### src/rtl/apb_initiator_if.sv
// apb_initiator_if
//   Groups the client command/response handshake and the APB bus of a
//   single-channel APB initiator.
//   master : the initiator side (drives cmd_ready, rsp_*, paddr/psel0/penable/
//            pwrite/pwdata/pstrobe; samples cmd_*, prdata/pready/pslaverr)
//   slave  : the environment side (client + APB responder), mirror image
interface apb_initiator_if #(
    parameter int ADDR_W = 32,
    parameter int DATA_W = 32
);
    localparam int STRB_W = DATA_W / 8;

    // client command channel
    logic              cmd_valid;
    logic              cmd_ready;
    logic              cmd_write;
    logic [ADDR_W-1:0] cmd_addr;
    logic [DATA_W-1:0] cmd_wdata;
    logic [STRB_W-1:0] cmd_strobe;

    // client response (one-cycle pulse, no backpressure)
    logic              rsp_valid;
    logic [DATA_W-1:0] rsp_rdata;
    logic              rsp_err;
    logic              rsp_timeout;

    // APB
    logic [ADDR_W-1:0] paddr;
    logic              psel0;
    logic              penable;
    logic              pwrite;
    logic [DATA_W-1:0] pwdata;
    logic [STRB_W-1:0] pstrobe;
    logic [DATA_W-1:0] prdata;
    logic              pready;
    logic              pslaverr;

    modport master (
        input  cmd_valid, cmd_write, cmd_addr, cmd_wdata, cmd_strobe,
        input  prdata, pready, pslaverr,
        output cmd_ready,
        output rsp_valid, rsp_rdata, rsp_err, rsp_timeout,
        output paddr, psel0, penable, pwrite, pwdata, pstrobe
    );

    modport slave (
        output cmd_valid, cmd_write, cmd_addr, cmd_wdata, cmd_strobe,
        output prdata, pready, pslaverr,
        input  cmd_ready,
        input  rsp_valid, rsp_rdata, rsp_err, rsp_timeout,
        input  paddr, psel0, penable, pwrite, pwdata, pstrobe
    );
endinterface

### src/rtl/apb_initiator.sv
// apb_initiator
//   Turns one-at-a-time client commands into APB SETUP/ACCESS transfers and
//   returns read data / error status as a one-cycle response pulse. An ACCESS
//   phase that sees pready low for TIMEOUT consecutive cycles is aborted and
//   reported as a timeout (TIMEOUT = 0 waits forever).
// Ports
//   pclk : bus clock, all state on the rising edge
//   prst : asynchronous active-high reset
//   bus  : apb_initiator_if.master (command, response and APB signals)
module apb_initiator #(
    parameter int ADDR_W  = 32,
    parameter int DATA_W  = 32,
    parameter int TIMEOUT = 16
) (
    input  logic            pclk,
    input  logic            prst,
    apb_initiator_if.master bus
);
    localparam int STRB_W = DATA_W / 8;
    localparam int CNT_W  = (TIMEOUT > 0) ? $clog2(TIMEOUT + 1) : 1;

    typedef enum logic [1:0] {IDLE, SETUP, ACCESS} state_t;

    typedef struct packed {
        logic              write;
        logic [ADDR_W-1:0] addr;
        logic [DATA_W-1:0] wdata;
        logic [STRB_W-1:0] strobe;
    } req_t;

    typedef struct packed {
        logic              valid;
        logic [DATA_W-1:0] rdata;
        logic              err;
        logic              timeout;
    } rsp_t;

    state_t           state, state_nxt;
    req_t             req_q;
    rsp_t             rsp_q;
    logic [CNT_W-1:0] wait_cnt;
    logic [CNT_W:0]   cnt_inc;
    logic             accept, done, abort, timeout_hit;

    // wait_cnt holds the number of stalled ACCESS cycles before this one, so
    // the abort fires on the TIMEOUT-th stalled cycle itself.
    assign cnt_inc     = {1'b0, wait_cnt} + (CNT_W+1)'(1);
    assign timeout_hit = (TIMEOUT != 0) && (cnt_inc == (CNT_W+1)'(TIMEOUT));

    always_ff @(posedge pclk or posedge prst) begin
        if (prst) state <= IDLE;
        else      state <= state_nxt;
    end

    // pready/pslaverr only matter in ACCESS; an early pready in SETUP is
    // ignored so the transfer always has a full ACCESS phase. pready is
    // tested before the timeout so a completion on the last allowed cycle wins.
    always_comb begin
        state_nxt     = state;
        accept        = 1'b0;
        done          = 1'b0;
        abort         = 1'b0;
        bus.cmd_ready = 1'b0;
        bus.psel0     = 1'b0;
        bus.penable   = 1'b0;
        case (state)
            IDLE: begin
                bus.cmd_ready = !prst;
                if (bus.cmd_valid && !prst) begin
                    accept    = 1'b1;
                    state_nxt = SETUP;
                end
            end
            SETUP: begin
                bus.psel0 = 1'b1;
                state_nxt = ACCESS;
            end
            ACCESS: begin
                bus.psel0   = 1'b1;
                bus.penable = 1'b1;
                if (bus.pready) begin
                    done      = 1'b1;
                    state_nxt = IDLE;
                end else if (timeout_hit) begin
                    abort     = 1'b1;
                    state_nxt = IDLE;
                end
            end
            default: state_nxt = IDLE;
        endcase
    end

    // Saturating stall counter, cleared in SETUP for each new transfer.
    always_ff @(posedge pclk or posedge prst) begin
        if (prst) begin
            wait_cnt <= '0;
        end else if (state == SETUP) begin
            wait_cnt <= '0;
        end else if (state == ACCESS && !bus.pready && wait_cnt != '1) begin
            wait_cnt <= cnt_inc[CNT_W-1:0];
        end
    end

    // Request is captured once at accept and held through ACCESS. Reads put
    // zero on pwdata/pstrobe so the responder never sees stale write lanes.
    always_ff @(posedge pclk or posedge prst) begin
        if (prst) begin
            req_q <= '0;
        end else if (accept) begin
            req_q.write  <= bus.cmd_write;
            req_q.addr   <= bus.cmd_addr;
            req_q.wdata  <= bus.cmd_write ? bus.cmd_wdata  : '0;
            req_q.strobe <= bus.cmd_write ? bus.cmd_strobe : '0;
        end
    end

    // Response fields hold until the next completion; only valid pulses.
    always_ff @(posedge pclk or posedge prst) begin
        if (prst) begin
            rsp_q <= '0;
        end else begin
            rsp_q.valid <= done || abort;
            if (done) begin
                rsp_q.rdata   <= req_q.write ? '0 : bus.prdata;
                rsp_q.err     <= bus.pslaverr;
                rsp_q.timeout <= 1'b0;
            end else if (abort) begin
                rsp_q.rdata   <= '0;
                rsp_q.err     <= 1'b1;
                rsp_q.timeout <= 1'b1;
            end
        end
    end

    assign bus.paddr       = req_q.addr;
    assign bus.pwrite      = req_q.write;
    assign bus.pwdata      = req_q.wdata;
    assign bus.pstrobe     = req_q.strobe;
    assign bus.rsp_valid   = rsp_q.valid;
    assign bus.rsp_rdata   = rsp_q.rdata;
    assign bus.rsp_err     = rsp_q.err;
    assign bus.rsp_timeout = rsp_q.timeout;
endmodule

### src/flat_wrapper.sv
// flat-port wrapper written by rule: the top's interface ports become plain ports
module apb_initiator_flat 
#(
    parameter int ADDR_W  = 32,
    parameter int DATA_W  = 32,
    parameter int TIMEOUT = 16
)
  (pclk, prst, bus_cmd_valid, bus_cmd_write, bus_cmd_addr, bus_cmd_wdata, bus_cmd_strobe, bus_prdata, bus_pready, bus_pslaverr, bus_cmd_ready, bus_rsp_valid, bus_rsp_rdata, bus_rsp_err, bus_rsp_timeout, bus_paddr, bus_psel0, bus_penable, bus_pwrite, bus_pwdata, bus_pstrobe);
  apb_initiator_if #(.ADDR_W(ADDR_W), .DATA_W(DATA_W)) bus_i ();
  input  logic pclk;
  input  logic prst;
  input wire logic [$bits(bus_i.cmd_valid)-1:0] bus_cmd_valid;
  input wire logic [$bits(bus_i.cmd_write)-1:0] bus_cmd_write;
  input wire logic [$bits(bus_i.cmd_addr)-1:0] bus_cmd_addr;
  input wire logic [$bits(bus_i.cmd_wdata)-1:0] bus_cmd_wdata;
  input wire logic [$bits(bus_i.cmd_strobe)-1:0] bus_cmd_strobe;
  input wire logic [$bits(bus_i.prdata)-1:0] bus_prdata;
  input wire logic [$bits(bus_i.pready)-1:0] bus_pready;
  input wire logic [$bits(bus_i.pslaverr)-1:0] bus_pslaverr;
  output wire logic [$bits(bus_i.cmd_ready)-1:0] bus_cmd_ready;
  output wire logic [$bits(bus_i.rsp_valid)-1:0] bus_rsp_valid;
  output wire logic [$bits(bus_i.rsp_rdata)-1:0] bus_rsp_rdata;
  output wire logic [$bits(bus_i.rsp_err)-1:0] bus_rsp_err;
  output wire logic [$bits(bus_i.rsp_timeout)-1:0] bus_rsp_timeout;
  output wire logic [$bits(bus_i.paddr)-1:0] bus_paddr;
  output wire logic [$bits(bus_i.psel0)-1:0] bus_psel0;
  output wire logic [$bits(bus_i.penable)-1:0] bus_penable;
  output wire logic [$bits(bus_i.pwrite)-1:0] bus_pwrite;
  output wire logic [$bits(bus_i.pwdata)-1:0] bus_pwdata;
  output wire logic [$bits(bus_i.pstrobe)-1:0] bus_pstrobe;
  assign bus_i.cmd_valid = bus_cmd_valid;
  assign bus_i.cmd_write = bus_cmd_write;
  assign bus_i.cmd_addr = bus_cmd_addr;
  assign bus_i.cmd_wdata = bus_cmd_wdata;
  assign bus_i.cmd_strobe = bus_cmd_strobe;
  assign bus_i.prdata = bus_prdata;
  assign bus_i.pready = bus_pready;
  assign bus_i.pslaverr = bus_pslaverr;
  assign bus_cmd_ready = bus_i.cmd_ready;
  assign bus_rsp_valid = bus_i.rsp_valid;
  assign bus_rsp_rdata = bus_i.rsp_rdata;
  assign bus_rsp_err = bus_i.rsp_err;
  assign bus_rsp_timeout = bus_i.rsp_timeout;
  assign bus_paddr = bus_i.paddr;
  assign bus_psel0 = bus_i.psel0;
  assign bus_penable = bus_i.penable;
  assign bus_pwrite = bus_i.pwrite;
  assign bus_pwdata = bus_i.pwdata;
  assign bus_pstrobe = bus_i.pstrobe;
  apb_initiator #(.ADDR_W(ADDR_W), .DATA_W(DATA_W), .TIMEOUT(TIMEOUT)) u_core (.pclk(pclk), .prst(prst), .bus(bus_i));
endmodule
### config.mk
export PLATFORM = sky130hd
export DESIGN_NAME = apb_initiator_flat
export DESIGN_NICKNAME = d
export VERILOG_FILES = /design/src/rtl/apb_initiator_if.sv /design/src/rtl/apb_initiator.sv /design/src/flat_wrapper.sv
export SDC_FILE = /design/constraint.sdc
export NUM_CORES = 1
export LEC_CHECK = 0
export ABC_AREA = 1
export CORE_AREA = 2 2 106 108
export CTS_BUF_LIST = sky130_fd_sc_hd__clkbuf_8
export CTS_CLUSTER_DIAMETER = 100
export DETAILED_ROUTE_END_ITERATION = 6
export DIE_AREA = 0 0 108 110
export GPL_TIMING_DRIVEN = 1
export PLACE_DENSITY = 0.78
export SKIP_CTS_REPAIR_TIMING = 1
export SLEW_MARGIN = 20
export SYNTH_ARGS = -nofsm -noshare
export SYNTH_HDL_FRONTEND = slang
export SYNTH_SLANG_ARGS = --single-unit
### constraint.sdc
create_clock -name pclk -period 4.8 [get_ports pclk]
set_input_delay 0.96 -clock pclk [delete_from_list [all_inputs] [get_ports pclk]]
set_output_delay 0.96 -clock pclk [all_outputs]
set_load 0.02 [all_outputs]
==> flow_summary.ini <==
[drt]
wirelength_um = 12600
drc = 0
wl_per_cell_um = 14.8
via_count = 4133
drtIter0Drc = 219
dr.pass1.iters = 7
ant_nets = 0
viasPerCell = 4.86

[job]
max_cap_violations = 0

[logic_synthesis]
yosysTopAreaCell = dfrtp_1
synth-edff-count = 0
synth_flop_cell = dfrtp_1
ys_seq_area_share_pct = 62.6
async_flop_share_pct = 100
netlist.area_leader.share_pct = 62.6
synth_warnings = 0
netlist_instances = 505
synth_common_cells = nand2_1, dfrtp_1, nand3_1, clkbuf_1, inv_1
syn_nets = 616
synth.distinct_cells = 15
syn_avg_cell_area_um2 = 8.78
synth_area_um2 = 4430
synthTopCellsByArea = dfrtp_1, nand2_1, nand3_1
synth_most_common_cell = nand2_1
ys_seq_elements = 111

[timing]
period_share_pct = 67.1
drv_slew = 0
final_hold_viol_count = 0
maxSlewHeadroom_pct = 37.9
period_needed_ps = 3220
setup_ws_ps = 1580
worst_pin_slew_ps = 932
max_freq_mhz = 311
tns_ps = 0
rsz0062_at_grt = false
finalSetupViolations = 0
fin_skew_ps = 12.7

[global_route]
track_usage_pct = 21.5
antenna_found_initial = 0
grt_pass1_vias = 4127
grt_overflow_total = 0
busiest_layer = met2
grt_pass1_wl_um = 20100
grtUsageMet2_pct = 38.3
grt_max_degree = 112
met1_usage_pct = 25.6
grt_use_met3_pct = 4.76

[floorplan]
die-height_um = 110
num_rows = 38
core_region_area_um2 = 10700
dieArea_um2 = 11900
die_x_um = 108
start_util_pct = 41.5
ios = 213

[cts]
clockRootBuffer = clkbuf_8
h-tree-depth = 3
cts_tree = built
cts_buffers = 9
clock_sinks = 111
cts.clk_slew.worst_paths_ps = 90
cts_buffer_depth = 2
worstSkewPairLatency_ps = 360

[cells_and_area]
drive_gt1_share_pct = 3.66
fillers = 899
postLayoutCellArea_um2 = 6880
final_nets = 817
area_growth_pct = 55.1
regArea_um2 = 2780
antennaDiodeCount = 0
multiInputGateArea_um2 = 1510

[critical_path]
crit_type = input pin to output pin
crit_chain = clkdlybuf4s50_1, nor2_1, clkdlybuf4s50_1
crit_slowest_cell = clkdlybuf4s50_1
crit_family = buffers and inverters
endpoint_kind = output pin
crit_top_cell = clkdlybuf4s50_1
required_ps = 3840
start_kind = input pin
worst_ep_arrival_time_ps = 2260
cp_num_buf_inv = 2
slowest_delay_ps = 610
cp_max_fo = 4

[pwr]
powerDensity_nw_per_um2 = 581
leakage_nw = 3.37
peakVddDrop_mv = 0.281

[placement]
port_buffers = 212
gp_congestion = 0.770
dpl.hpwl_um = 8910
dp_slack_ps = 1570
place_area_um2 = 6680

[outcome]
status = finished clean

[min_path]
hold_class = flop to flop
## placed cells by master, fill, tap and decap left out, types with 2 or more instances in the layout
cell type / instances
o21ai_0: 7
nor2_1: 6
clkbuf_8: 11
inv_6: 3
inv_1: 11
nand4_1: 2
ha_1: 5
nand2_1: 252
clkdlybuf4s50_1: 212
clkinv_2: 2
dfrtp_1: 111
buf_4: 4
nand3_1: 77
## path summary, 6_finish.rpt
kind	to	depth (start not counted)	startpoint	slack, ps
worst min register to register	u_core.bus.paddr[3]	2	u_core.bus.paddr[3]	480
min in group asynchronous	u_core.state[1]	3	prst	1210
max in group asynchronous	u_core.bus.pwdata[16]	3	prst	3130
worst max register to register	u_core.bus.rsp_rdata[7]	9	u_core.wait_cnt[0]	2370
worst max-delay path	bus_cmd_ready	3	prst	1580
worst min-delay path	u_core.bus.paddr[3]	2	u_core.bus.paddr[3]	480
## stage by stage
| stage | utilization, % | cells | hold slack [ps] | total power, mW |
|---|---|---|---|---|
| finish | 64.3 | 851 | 481 | 3.99 |
| global route | 64.3 | 851 | 508 | 4.25 |
| CTS | 64.3 | 851 | 487 | 4.04 |
| detailed placement | 62.5 | 835 | 463 | 3.49 |
| global placement | 62.4 | 835 | 453 | 3.42 |
| floorplan | - | 505 | 467 | 2.45 |
## report_power, final
part           total (mW)  internal [mW]  switching, mW
registers            1.54           1.31          0.226
logic                1.92          0.895           1.02
clock network       0.535          0.222          0.313
## tightest hold or removal path: stages, from the launching register on
cell and delay (ps):
dfrtp_1 360, nand2_1 50, nand2_1 50
## cell families after synthesis
group | Yosys count | synth area share (%)
buf+inv | 40 | 3.67
flops | 111 | 62.6
simple gates | 340 | 31.2
compound gates | 9 | 1.04
fa+ha+maj | 5 | 1.41
## final cells by class
cell class                      instances  area share [%]
Tap cell                              140            2.55
Multi-Input combinational cell        354            21.9
Sequential cell                       111            40.4
Timing Repair Buffer                  217            31.6
Inverter                               13           0.764
Clock inverter                          5           0.564
Clock buffer                           11            2.20
## registers in the layout (all words and copies together) (netlist names)
name and flops:
u_core.bus.paddr 32, u_core.bus.pwdata 32, u_core.bus.rsp_rdata 32, u_core.wait_cnt 5, u_core.bus.pstrobe 4, u_core.state 2
u_core.bus.pwrite 1, u_core.bus.rsp_err 1, u_core.bus.rsp_timeout 1, u_core.bus.rsp_valid 1
## routing by layer
metal | vias up | wire, um
li1 | 1989 | -
met1 | 1984 | 4930
met2 | 140 | 6690
met3 | 20 | 689
met4 | 0 | 270
met5 | - | 0
Power figures use the tool's default switching activity.
